`config.mk`:
```
export PLATFORM = sky130hd
export DESIGN_NAME = multicycle_control_unit
export DESIGN_NICKNAME = d
export VERILOG_FILES = /design/src/rtl/risc16_pkg.sv /design/src/rtl/multicycle_control_unit_imm_sign_ext.sv /design/src/rtl/multicycle_control_unit.sv
export SDC_FILE = /design/constraint.sdc
export NUM_CORES = 1
export LEC_CHECK = 0
export BUFFER_PORTS_ARGS = -buffer_cell sky130_fd_sc_hd__buf_2
export CAP_MARGIN = 20
export CELL_PAD_IN_SITES_DETAIL_PLACEMENT = 1
export CELL_PAD_IN_SITES_GLOBAL_PLACEMENT = 1
export CORE_ASPECT_RATIO = 0.5
export CORE_MARGIN = 5
export CORE_UTILIZATION = 37
export CTS_CLUSTER_DIAMETER = 100
export CTS_CLUSTER_SIZE = 24
export DETAILED_ROUTE_END_ITERATION = 10
export GPL_ROUTABILITY_DRIVEN = 0
export PLACE_DENSITY_LB_ADDON = 0.1
export SYNTH_ARGS = -nofsm -noshare
export SYNTH_HDL_FRONTEND = slang
export SYNTH_SLANG_ARGS = --single-unit
```
`constraint.sdc`:
```
create_clock -name clk -period 3.6 [get_ports clk]
set_clock_uncertainty 0.15 [all_clocks]
set_input_delay 0.36 -clock clk [delete_from_list [all_inputs] [get_ports clk]]
set_output_delay 0.36 -clock clk [all_outputs]
set_load 0.005 [all_outputs]
```
`src/rtl/risc16_pkg.sv`:
```
// ============================================================================
// Module      : risc16_pkg
// Description : Opcodes, ALU codes and control-FSM state encodings shared by
//               the 16-bit multicycle RISC control path.
// Revision    : 1.0 - initial release
// ============================================================================
`default_nettype none

package risc16_pkg;

    localparam logic [3:0] OP_RTYPE = 4'h0;
    localparam logic [3:0] OP_ADDI  = 4'h1;
    localparam logic [3:0] OP_LW    = 4'h2;
    localparam logic [3:0] OP_SW    = 4'h3;
    localparam logic [3:0] OP_BEQ   = 4'h4;
    localparam logic [3:0] OP_JMP   = 4'h5;
    localparam logic [3:0] OP_HALT  = 4'hF;

    localparam logic [2:0] ALU_ADD = 3'd0;
    localparam logic [2:0] ALU_SUB = 3'd1;
    localparam logic [2:0] ALU_AND = 3'd2;
    localparam logic [2:0] ALU_OR  = 3'd3;
    localparam logic [2:0] ALU_XOR = 3'd4;
    localparam logic [2:0] ALU_SLT = 3'd5;
    localparam logic [2:0] ALU_SLL = 3'd6;
    localparam logic [2:0] ALU_SRL = 3'd7;

    typedef enum logic [2:0] {
        S_FETCH  = 3'd0,
        S_DECODE = 3'd1,
        S_EXEC   = 3'd2,
        S_MEM    = 3'd3,
        S_WB     = 3'd4,
        S_HALT   = 3'd5,
        S_TRAP   = 3'd6
    } state_t;

    // Opcodes that read operands and go through EXEC.
    function automatic logic op_uses_exec(input logic [3:0] op);
        return (op == OP_RTYPE) || (op == OP_ADDI) || (op == OP_LW) ||
               (op == OP_SW) || (op == OP_BEQ);
    endfunction

endpackage

`default_nettype wire

```
`src/rtl/multicycle_control_unit_imm_sign_ext.sv`:
```
// ============================================================================
// Module      : imm_sign_ext
// Description : Combinational 6-bit to 16-bit immediate sign extension.
// Revision    : 1.0 - initial release
// ============================================================================
`default_nettype none

module imm_sign_ext (
    input  logic [5:0]  i_imm6,
    output logic [15:0] o_imm16
);

    assign o_imm16 = {{10{i_imm6[5]}}, i_imm6};

endmodule

`default_nettype wire

```
`src/rtl/multicycle_control_unit.sv`:
```
// ============================================================================
// Module      : multicycle_control_unit
// Description : Fetch/decode/sequencing FSM of the 16-bit multicycle RISC core;
//               holds PC and IR. Optional macro ILLEGAL_TRAP_EN traps opcodes
//               6..E, otherwise they execute as NOPs.
// Revision    : 1.0 - initial release
// ============================================================================
`default_nettype none

module multicycle_control_unit
    import risc16_pkg::*;
#(
    parameter logic [15:0] RESET_PC = 16'h0000
) (
    input  logic        clk,
    input  logic        rst,
    input  logic [15:0] mem_rdata,
    input  logic        mem_ready,
    input  logic        alu_zero,
    output logic [15:0] pc,
    output logic [15:0] ir,
    output logic        mem_req,
    output logic        mem_we,
    output logic        mem_addr_sel,
    output logic        rf_we,
    output logic [2:0]  rf_waddr,
    output logic [2:0]  rf_aaddr,
    output logic [2:0]  rf_baddr,
    output logic [2:0]  alu_op,
    output logic        alu_src_imm,
    output logic [15:0] imm,
    output logic        wb_sel,
    output logic        halted,
    output logic        illegal
);

    state_t      r_state;
    state_t      w_state_next;
    logic [15:0] r_pc;
    logic [15:0] w_pc_next;
    logic [15:0] r_ir;
    logic [15:0] w_ir_next;
    logic [15:0] w_imm;
    logic [3:0]  w_opcode;
    logic        w_mem_req;
    logic        w_mem_we;
    logic        w_rf_we;

    assign w_opcode = r_ir[15:12];

    imm_sign_ext u_imm_sign_ext (
        .i_imm6  (r_ir[5:0]),
        .o_imm16 (w_imm)
    );

    always_ff @(posedge clk or posedge rst) begin
        if (rst) begin
            r_state <= S_FETCH;
            r_pc    <= RESET_PC;
            r_ir    <= 16'h0000;
        end else begin
            r_state <= w_state_next;
            r_pc    <= w_pc_next;
            r_ir    <= w_ir_next;
        end
    end

    always_comb begin
        w_state_next = r_state;
        w_pc_next    = r_pc;
        w_ir_next    = r_ir;
        case (r_state)
            S_FETCH: begin
                if (mem_ready) begin
                    w_ir_next    = mem_rdata;
                    w_pc_next    = r_pc + 16'd1;
                    w_state_next = S_DECODE;
                end
            end
            S_DECODE: begin
                if (w_opcode == OP_JMP) begin
                    w_pc_next    = {r_pc[15:12], r_ir[11:0]};
                    w_state_next = S_FETCH;
                end else if (w_opcode == OP_HALT) begin
                    w_state_next = S_HALT;
                end else if (op_uses_exec(w_opcode)) begin
                    w_state_next = S_EXEC;
                end else begin
`ifdef ILLEGAL_TRAP_EN
                    w_state_next = S_TRAP;
`else
                    w_state_next = S_FETCH;
`endif
                end
            end
            S_EXEC: begin
                if (w_opcode == OP_BEQ) begin
                    // pc already points past the branch, so the offset is relative to pc+1
                    if (alu_zero) begin
                        w_pc_next = r_pc + w_imm;
                    end
                    w_state_next = S_FETCH;
                end else if ((w_opcode == OP_LW) || (w_opcode == OP_SW)) begin
                    w_state_next = S_MEM;
                end else begin
                    w_state_next = S_WB;
                end
            end
            S_MEM: begin
                if (mem_ready) begin
                    w_state_next = (w_opcode == OP_LW) ? S_WB : S_FETCH;
                end
            end
            S_WB:    w_state_next = S_FETCH;
            S_HALT:  w_state_next = S_HALT;
            S_TRAP:  w_state_next = S_TRAP;
            default: w_state_next = S_FETCH;
        endcase
    end

    always_comb begin
        w_mem_req    = 1'b0;
        w_mem_we     = 1'b0;
        w_rf_we      = 1'b0;
        mem_addr_sel = 1'b0;
        alu_op       = ALU_ADD;
        alu_src_imm  = 1'b0;
        wb_sel       = 1'b0;
        halted       = 1'b0;
        // ALU controls stay valid through MEM/WB so the address and result hold steady
        if ((r_state == S_EXEC) || (r_state == S_MEM) || (r_state == S_WB)) begin
            if (w_opcode == OP_RTYPE) begin
                alu_op = r_ir[2:0];
            end else if (w_opcode == OP_BEQ) begin
                alu_op = ALU_SUB;
            end else begin
                alu_op      = ALU_ADD;
                alu_src_imm = 1'b1;
            end
        end
        case (r_state)
            S_FETCH: w_mem_req = 1'b1;
            S_MEM: begin
                w_mem_req    = 1'b1;
                mem_addr_sel = 1'b1;
                w_mem_we     = (w_opcode == OP_SW);
            end
            S_WB: begin
                w_rf_we = 1'b1;
                wb_sel  = (w_opcode == OP_LW);
            end
            S_HALT:  halted = 1'b1;
            default: ;
        endcase
    end

    // State resets to FETCH asynchronously, so strobes are masked while rst is held.
    assign mem_req = w_mem_req & ~rst;
    assign mem_we  = w_mem_we & ~rst;
    assign rf_we   = w_rf_we & ~rst;

`ifdef ILLEGAL_TRAP_EN
    assign illegal = (r_state == S_TRAP);
`else
    assign illegal = 1'b0;
`endif

    assign pc       = r_pc;
    assign ir       = r_ir;
    assign imm      = w_imm;
    assign rf_waddr = r_ir[11:9];
    assign rf_aaddr = r_ir[8:6];
    assign rf_baddr = ((w_opcode == OP_SW) || (w_opcode == OP_BEQ)) ? r_ir[11:9] : r_ir[5:3];

endmodule

`default_nettype wire

```
==> results.json <==
{
  "synth_area_leaders": "dfrtp_1 (33%), mux2_2 (8.6%), buf_4 (6.9%), nand2_1 (3.9%), nor2_1 (3.3%)",
  "fmax_mhz": 316,
  "root_buffer": "clkbuf_16",
  "maxSlewHeadroom": 0.467,
  "syn_to_final_growth_pct": 20.5,
  "ys.flop_type": "dfrtp_1",
  "nets": 382,
  "wl_per_cell_um": 18.7,
  "critPathCaptureType": "register",
  "synth_edf_count": 0,
  "worstPathRequired_ns": 3.61,
  "worstSkewPairLatency_ns": 0.28,
  "final_common_cell": "buf_2",
  "grt_pass1_vias": 2483,
  "status": "finished clean",
  "switchingPower_mw": 1.36,
  "cp-startpoint": "r_state[0]$_DFFE_PP0P_",
  "critPathKind": "register to register",
  "vdd.ir_drop.worst_v": 0.000311,
  "placementRows": 21,
  "cts_tree": "yes",
  "hp-class": "primary input to async pin",
  "rsz0062_at_grt": "false",
  "async_flop_share": 1.00,
  "clk_pin_slew_ns": 0.06,
  "power_density_nw_per_um2": 934,
  "placed_cell_area_um2": 3020,
  "dr.pass1.iters": 4,
  "timing.rr.start": "r_state[0]$_DFFE_PP0P_",
  "reg2reg_slack_ns": 0.44,
  "n_antenna_cell": 0,
  "final.fill_count": 843,
  "port_buffers": 86,
  "fp.dieH_um": 69.6,
  "drtAntennaViolNets": 0,
  "io_pins": 88,
  "layout_common_cells": "buf_2 (86), dfrtp_1 (35), nand2_1 (27), nor2_1 (23), mux2_2 (20)",
  "ys_types": 62,
  "syn_inst": 290,
  "yosys_warnings": 0,
  "dieArea_um2": 8990,
  "cts_sinks": 35,
  "grtUsageTotal": 0.184,
  "hold_viol": 0,
  "swShare": 0.461,
  "grt_max_degree": 21,
  "synth-seq-cells": 35,
  "crit_end": "pc[10]$_DFFE_PP0P_",
  "final_util": 0.466,
  "cts_buffers": 5,
  "antenna_found_initial": 0,
  "ys_seq_area_frac": 0.333,
  "post_cts_buffers": 0,
  "drt_iter0_drc": 102,
  "r2r_end": "pc[10]$_DFFE_PP0P_",
  "drc": 0,
  "grt_pass1_wl_mm": 13.3,
  "syn_area_um2": 2630,
  "overflow": 0,
  "syn_nets": 317,
  "p_clk_frac": 0.149,
  "core_region_area_um2": 6810,
  "cp-start-kind": "register",
  "seqPwrFrac": 0.314,
  "die_w_um": 129,
  "viasPerCell": 5.49,
  "cts_hold_buffers": 0,
  "p_leak_nw": 1.45,
  "fin_crit_ns": 3.16,
  "setup_viol": 0,
  "cts.path.max_buffers": 2,
  "avgSynthCellArea_um2": 9.06,
  "setup_tns_ns": 0,
  "fin_area_um2": 3170,
  "yosys.area.top_type": "dfrtp_1",
  "reg2regPathDepth": 9,
  "arrival_ns": 3.18,
  "drive_gt1_frac": 0.369,
  "p_int_mw": 1.59,
  "dp_hpwl_mm": 6.32,
  "maxCapViolCount": 0,
  "start_util": 0.386,
  "comb_power_share": 0.537,
  "h-tree-depth": 2,
  "postCtsResizedCells": 0,
  "dr_total_vias": 2456,
  "drv_slew": 0,
  "synth.top_cell.area_share": 0.333,
  "drt-total-wl_mm": 8.36,
  "critPathMaxFanout": 11,
  "worstMarginPinSlew_ns": 0.798,
  "post-route-period-util": 0.879
}
## cell families (layout without fill, tap and decap cells)
| logic type | after synthesis | in the layout | share of synthesized area |
|---|---|---|---|
| AND/OR/NAND/NOR | 104 | 104 | 0.218 |
| AO/OA/AOI/OAI | 66 | 66 | 0.185 |
| buffers and inverters | 47 | 112 | 0.105 |
| flip-flops | 35 | 35 | 0.333 |
| multiplexers | 25 | 25 | 0.105 |
| adder cells (fa/ha/maj) | 7 | 7 | 0.0362 |
| XOR/XNOR | 5 | 5 | 0.0167 |
| other | 1 | 1 | 0.00143 |
## worst min-delay path by stage
stage | to | slack [ns]
6_report | r_state[2]$_DFFE_PP0P_ | 0.05
4_1_cts | r_state[2]$_DFFE_PP0P_ | 0.07
3_3_place_gp | pc[15]$_DFFE_PP0P_ | 0.33
3_5_place_dp | pc[15]$_DFFE_PP0P_ | 0.33
5_1_grt | r_state[2]$_DFFE_PP0P_ | 0.10
2_1_floorplan | pc[15]$_DFFE_PP0P_ | 0.32
## registers in the layout, indices dropped and copies added (netlist names)
register and flops:
ir 16, pc 16, r_state 3
## worst max-delay path, stage by stage, from the launching register on
cell and delay [ns]:
dfrtp_1 0.52, nor3b_4 0.26, nand2b_1 0.09, ha_1 0.21, fa_1 0.45, a211oi_1 0.36, o21ai_1 0.28, mux2_2 0.35
o22ai_1 0.12, o2bb2a_1 0.25
## power by group through the flow
stage | combinational [mW] | clock [mW] | sequential (mW)
finish | 1.59 | 0.440 | 0.930
global route | 1.75 | 0.469 | 0.973
CTS | 1.61 | 0.443 | 0.930
detailed placement | 1.59 | 0 | 0.935
global placement | 1.54 | 0 | 0.921
floorplan | 1.20 | 0 | 0.798
## metrics by stage
step | cells | power [mW] | worst slack, ns | hold slack (ns)
6_report | 447 | 2.96 | 0.435 | 0.0469
5_1_grt | 447 | 3.19 | 0.208 | 0.103
4_1_cts | 447 | 2.98 | 0.458 | 0.0679
3_5_place_dp | 440 | 2.53 | 0.479 | 0.327
3_3_place_gp | 439 | 2.46 | 0.572 | 0.330
2_1_floorplan | 290 | 2.00 | 0.603 | 0.319
## cell type report
type                            count  area, um2  area share
Multi-Input combinational cell    208       1480       0.466
Inverter                           10       37.5      0.0118
Tap cell                           92        115      0.0363
Clock buffer                        6        139      0.0438
Clock inverter                      1       5.00     0.00158
Timing Repair Buffer               95        518       0.164
Sequential cell                    35        876       0.276
## cells in the mapped netlist (7+ instances only)
cell type  number
nand2_1        27
inv_1           9
nor2_1         23
a21oi_1        11
a31oi_1         7
dfrtp_1        35
nand3_1        10
buf_2           7
o21ai_0        14
buf_4          24
mux2_2         20
## routing by layer
layer / vias to the layer above / global-route usage / wire length, um
met5: - / 0 / 0
met4: 0 / 0.0244 / 31
met3: 4 / 0.0369 / 504
met2: 68 / 0.307 / 3880
met1: 1215 / 0.253 / 3950
li1: 1169 / - / -
Power figures use the tool's default switching activity.
